==> src/rtl/mul_issue_pipe.sv <==
// Two-stage control wrapper around the external combinational multiplier: stage 1 holds
// the operands that drive the multiplier, stage 2 holds the selected 32-bit result word.
module mul_issue_pipe #(
    parameter int TAG_W = 5
) (
    input  logic             mul_clk,
    input  logic             resetn,
    input  logic             flush,
    input  logic             in_valid,
    output logic             in_ready,
    input  logic [2:0]       in_op,
    input  logic [31:0]      in_src1,
    input  logic [31:0]      in_src2,
    input  logic [TAG_W-1:0] in_tag,
    output logic [31:0]      mul_a,
    output logic [31:0]      mul_b,
    output logic             mul_signed,
    input  logic [63:0]      mul_product,
    output logic             out_valid,
    input  logic             out_ready,
    output logic [31:0]      out_result,
    output logic [TAG_W-1:0] out_tag,
    output logic             busy
);

    // Handshake: a transfer happens on a rising edge where valid and ready are both high;
    // ready is a function of downstream state only and never looks at valid.
    logic             s2_ready;
    logic             accept;
    logic             move;
    logic [31:0]      sel_word;

    logic             v1_q, v1_d;
    logic [31:0]      a1_q, a1_d;
    logic [31:0]      b1_q, b1_d;
    logic [2:0]       op1_q, op1_d;
    logic [TAG_W-1:0] tag1_q, tag1_d;

    logic             v2_q, v2_d;
    logic [31:0]      res2_q, res2_d;
    logic [TAG_W-1:0] tag2_q, tag2_d;

    always_comb begin
        s2_ready = !v2_q || out_ready;
        in_ready = !v1_q || s2_ready;
        accept   = in_valid && in_ready && !flush;
        move     = v1_q && s2_ready;
    end

    // mul.w takes the low word, which is the same for signed and unsigned products.
    always_comb begin
        sel_word = 32'd0;
        if (op1_q[0]) begin
            sel_word = mul_product[31:0];
        end else if (op1_q[1]) begin
            sel_word = mul_product[63:32];
        end else if (op1_q[2]) begin
            sel_word = mul_product[63:32];
        end
    end

    always_comb begin
        v1_d   = v1_q;
        a1_d   = a1_q;
        b1_d   = b1_q;
        op1_d  = op1_q;
        tag1_d = tag1_q;
        if (accept) begin
            v1_d   = 1'b1;
            a1_d   = in_src1;
            b1_d   = in_src2;
            op1_d  = in_op;
            tag1_d = in_tag;
        end else if (move) begin
            v1_d = 1'b0;
        end
        if (flush) begin
            v1_d = 1'b0;
        end
    end

    always_comb begin
        v2_d   = v2_q;
        res2_d = res2_q;
        tag2_d = tag2_q;
        if (move) begin
            v2_d   = 1'b1;
            res2_d = sel_word;
            tag2_d = tag1_q;
        end else if (v2_q && out_ready) begin
            v2_d = 1'b0;
        end
        if (flush) begin
            v2_d = 1'b0;
        end
    end

    always_ff @(posedge mul_clk) begin
        if (!resetn) begin
            v1_q   <= 1'b0;
            a1_q   <= 32'd0;
            b1_q   <= 32'd0;
            op1_q  <= 3'd0;
            tag1_q <= '0;
            v2_q   <= 1'b0;
            res2_q <= 32'd0;
            tag2_q <= '0;
        end else begin
            v1_q   <= v1_d;
            a1_q   <= a1_d;
            b1_q   <= b1_d;
            op1_q  <= op1_d;
            tag1_q <= tag1_d;
            v2_q   <= v2_d;
            res2_q <= res2_d;
            tag2_q <= tag2_d;
        end
    end

    always_comb begin
        mul_a      = a1_q;
        mul_b      = b1_q;
        mul_signed = op1_q[1];
        out_valid  = v2_q;
        out_result = res2_q;
        out_tag    = tag2_q;
        busy       = v1_q || v2_q;
    end

endmodule

==> config.mk <==
export PLATFORM = sky130hd
export DESIGN_NAME = mul_issue_pipe
export DESIGN_NICKNAME = d
export VERILOG_FILES = /design/src/rtl/mul_issue_pipe.sv
export SDC_FILE = /design/constraint.sdc
export NUM_CORES = 1
export LEC_CHECK = 0
export ABC_AREA = 0
export BUFFER_PORTS_ARGS = -buffer_cell sky130_fd_sc_hd__clkbuf_2
export CORE_MARGIN = 10
export CORE_UTILIZATION = 45
export DETAILED_ROUTE_END_ITERATION = 7
export PLACE_DENSITY = 0.79
export SLEW_MARGIN = 10
export SYNTH_ARGS = -nofsm -noshare
export SYNTH_HDL_FRONTEND = slang
export SYNTH_SLANG_ARGS = --single-unit
==> constraint.sdc <==
create_clock -name mul_clk -period 2.9 [get_ports mul_clk]
set_input_delay 0.87 -clock mul_clk [delete_from_list [all_inputs] [get_ports mul_clk]]
set_output_delay 0.87 -clock mul_clk [all_outputs]
set_load 0.1 [all_outputs]
==> flow_summary.toml <==
[outcome]
status = "finished clean"

[floorplanning]
die_y_um = 124
initial_core_util_pct = 46.5
core_um2 = 10400
ioPinCount = 246
dieArea_um2 = 15300
die_w_um = 124
num_rows = 37

[grt]
antenna_found_initial = 0
globalRouteMet3Util_pct = 5.79
grtUsageTotal_pct = 17.3
gr-usage-met2_pct = 30.3
met1_usage_pct = 18.3
grt_pass1_vias = 4583
grt-ovfl-total = 0
gr-max-usage-layer = "met2"
grt_max_degree = 103
grt_pass1_wl_mm = 21.6

[power]
leakagePower_nw = 3.34
switching_power_mw = 1.25
combPwrFrac_pct = 26.8
pwr-share-clk_pct = 26.1
p_sw_share_pct = 36.0
sequentialPowerShare_pct = 47.1
ir_worst_vdd_mv = 0.316
power_density_nw_per_um2 = 561
intPower_mw = 2.23

[clocking]
cts_resized = 0
ctsHoldBuffers = 0
root_buffer = "clkbuf_8"
htreeDepth = 3
numCtsBuffers = 9
cts_setup_buffers = 0
cts_tree = "yes"
clk_latency_ns = 0.35
cts_buffer_depth = 2
clk_pin_slew_ns = 0.09
clock_sinks = 111

[placed_design]
dp_hpwl_mm = 11.1
port_buffers = 245
post-place-ws_ns = 0.447
place.gp.congestion = 0.820

[final_layout]
final_common_cell = "clkbuf_2"
nNetsFinal = 890
drive_above_1_share_pct = 36.2
antenna_cells = 0
area_growth_pct = 28.3
multiInputGateArea_um2 = 2160
fill_cells = 948
seqCellArea_um2 = 2220
mostFrequentLayoutCells = "243 x clkbuf_2, 177 x nand2_1, 111 x dfxtp_1, 72 x mux2i_1, 34 x inv_1"

[route]
ant_nets = 0
wl_per_cell_um = 16.2
vias_per_cell = 5.11
drt_iter0_drc = 264
drc = 0
first_pass_iters = 4
wl_mm = 14.5
vias = 4550

[critical_path]
path_cells = "clkbuf_2 > nor2b_4 > nand2_1 > clkbuf_2"
r2r_end = "mul_a[5]"
worstPathRequired_ns = 2.03
critPathTopFamily = "buffers and inverters"
rrSetupSlack_ns = 1.09
ff2ff_path_depth = 4
crit_start = "out_ready"
critPathMostFrequentCell = "clkbuf_2"
path_depth = 4
path_max_fanout = 2
startpoint_type = "primary input"
slowest_delay_ns = 0.40
r2r_start = "v1_q"
slowest_stage = "clkbuf_2"
crit_end = "in_ready"
worstSetupPathType = "primary input to output pin"
cp_data_arrival_time_ns = 1.58
critPathCaptureType = "output pin"
path_buf_inv = 2

[timing]
setup_tns_ns = 0
whs_ns = 0.460
max_freq_ghz = 0.409
period_minus_slack_ns = 2.45
rsz0062_at_grt = "false"
post-route-period-util_pct = 84.4
drv_slew = 0
finalClockSkew_ns = 0.00780
relSlewSlack_pct = 43.5
timing.final.hold_violations = 0
finalSetupViolCount = 0
worst_slack_ns = 0.452
worst_pin_slew_ns = 0.846

[logic_synthesis]
mappedNetlistArea_um2 = 4840
syn_inst = 532
ys_warn_count = 0
synth_cell_type_count = 21
synth_area_per_cell_um2 = 9.10
synthesis.nets = 673
ys_seq_area_share_pct = 45.9
ys_ff_latch = 111

[run]
maxCapViolations = 0

[worst_hold_path]
hold_class = "register to register"
## power groups by stage
stage / Combinational [mW] / Sequential, mW / Clock (mW)
finish: 0.935 / 1.64 / 0.908
global route: 0.981 / 1.65 / 0.998
CTS: 0.941 / 1.64 / 0.934
detailed placement: 0.940 / 1.68 / 0
global placement: 0.924 / 1.67 / 0
floorplan: 0.240 / 2.18 / 0
## routing by layer
layer  vias up  routed length (um)  share of wire, %
met4         0                 496               3.4
met2       196                7200                50
li1       2214                   -                 -
met5         -                   0                 0
met1      2102                5410                37
met3        38                1350               9.4
## registers in the layout, indices dropped and copies added, names as in the netlist
signal	flops
out_tag	5
v1_q	1
out_result	32
mul_b	32
mul_a	32
out_valid	1
op1_q	3
tag1_q	5
## cells by family after synthesis
group	after synthesis	synth area share [%]
AOI/OAI and AO/OA	78	14.4
buffers and inverters	82	9.66
DFF	111	45.9
muxes	72	14.9
and+or+nand+nor	189	15.2
## tightest hold or removal path, stage by stage (launching register included)
cell and delay [ns]:
dfxtp_1 0.32, nand2_1 0.05, mux2i_1 0.05
## cells in the mapped netlist (all sizes together)
| master | number | area [um^2] |
|---|---|---|
| mux2i | 72 | 721 |
| buf | 25 | 254 |
| nand3 | 5 | 25.0 |
| a21oi | 8 | 51.3 |
| nand2b | 2 | 12.5 |
| o21bai | 1 | 18.8 |
| nor2 | 2 | 7.51 |
| dfxtp | 111 | 2220 |
| inv | 34 | 128 |
| clkbuf | 23 | 86.3 |
| o21ai | 5 | 25.0 |
| or2 | 1 | 6.26 |
| o211a | 32 | 320 |
| nand2 | 177 | 664 |
| o2111ai | 32 | 280 |
| or2b | 1 | 7.51 |
| nor2b | 1 | 13.8 |
## stage by stage
stage / std cells / instance area [um^2] / total power, mW / util [%]
floorplan: 532 / 4840 / 2.42 / -
global placement: 874 / 6020 / 2.60 / 57.8
detailed placement: 874 / 6020 / 2.62 / 57.8
CTS: 890 / 6210 / 3.52 / 59.7
global route: 890 / 6210 / 3.63 / 59.7
finish: 890 / 6210 / 3.48 / 59.7
## how the worst min path moves through the flow
| stage | startpoint | end | slack, ns | cells past startpoint |
|---|---|---|---|---|
| floorplan | tag1_q[4] | tag1_q[4] | 0.43 | 2 |
| global placement | mul_a[17] | mul_a[17] | 0.44 | 2 |
| detailed placement | mul_b[3] | mul_b[3] | 0.45 | 2 |
| CTS | mul_a[10] | mul_a[10] | 0.46 | 2 |
| global route | mul_a[4] | mul_a[4] | 0.48 | 2 |
| finish | mul_b[13] | mul_b[13] | 0.46 | 2 |
## cell type report
cell class                      instances  area share (%)
Clock buffer                           12            2.34
Clock inverter                          4           0.725
Inverter                               34            2.05
Multi-Input combinational cell        339            34.7
Sequential cell                       111            35.8
Tap cell                              136            2.74
Timing Repair Buffer                  254            21.7
Note: power is estimated with default switching activity, not from simulation.
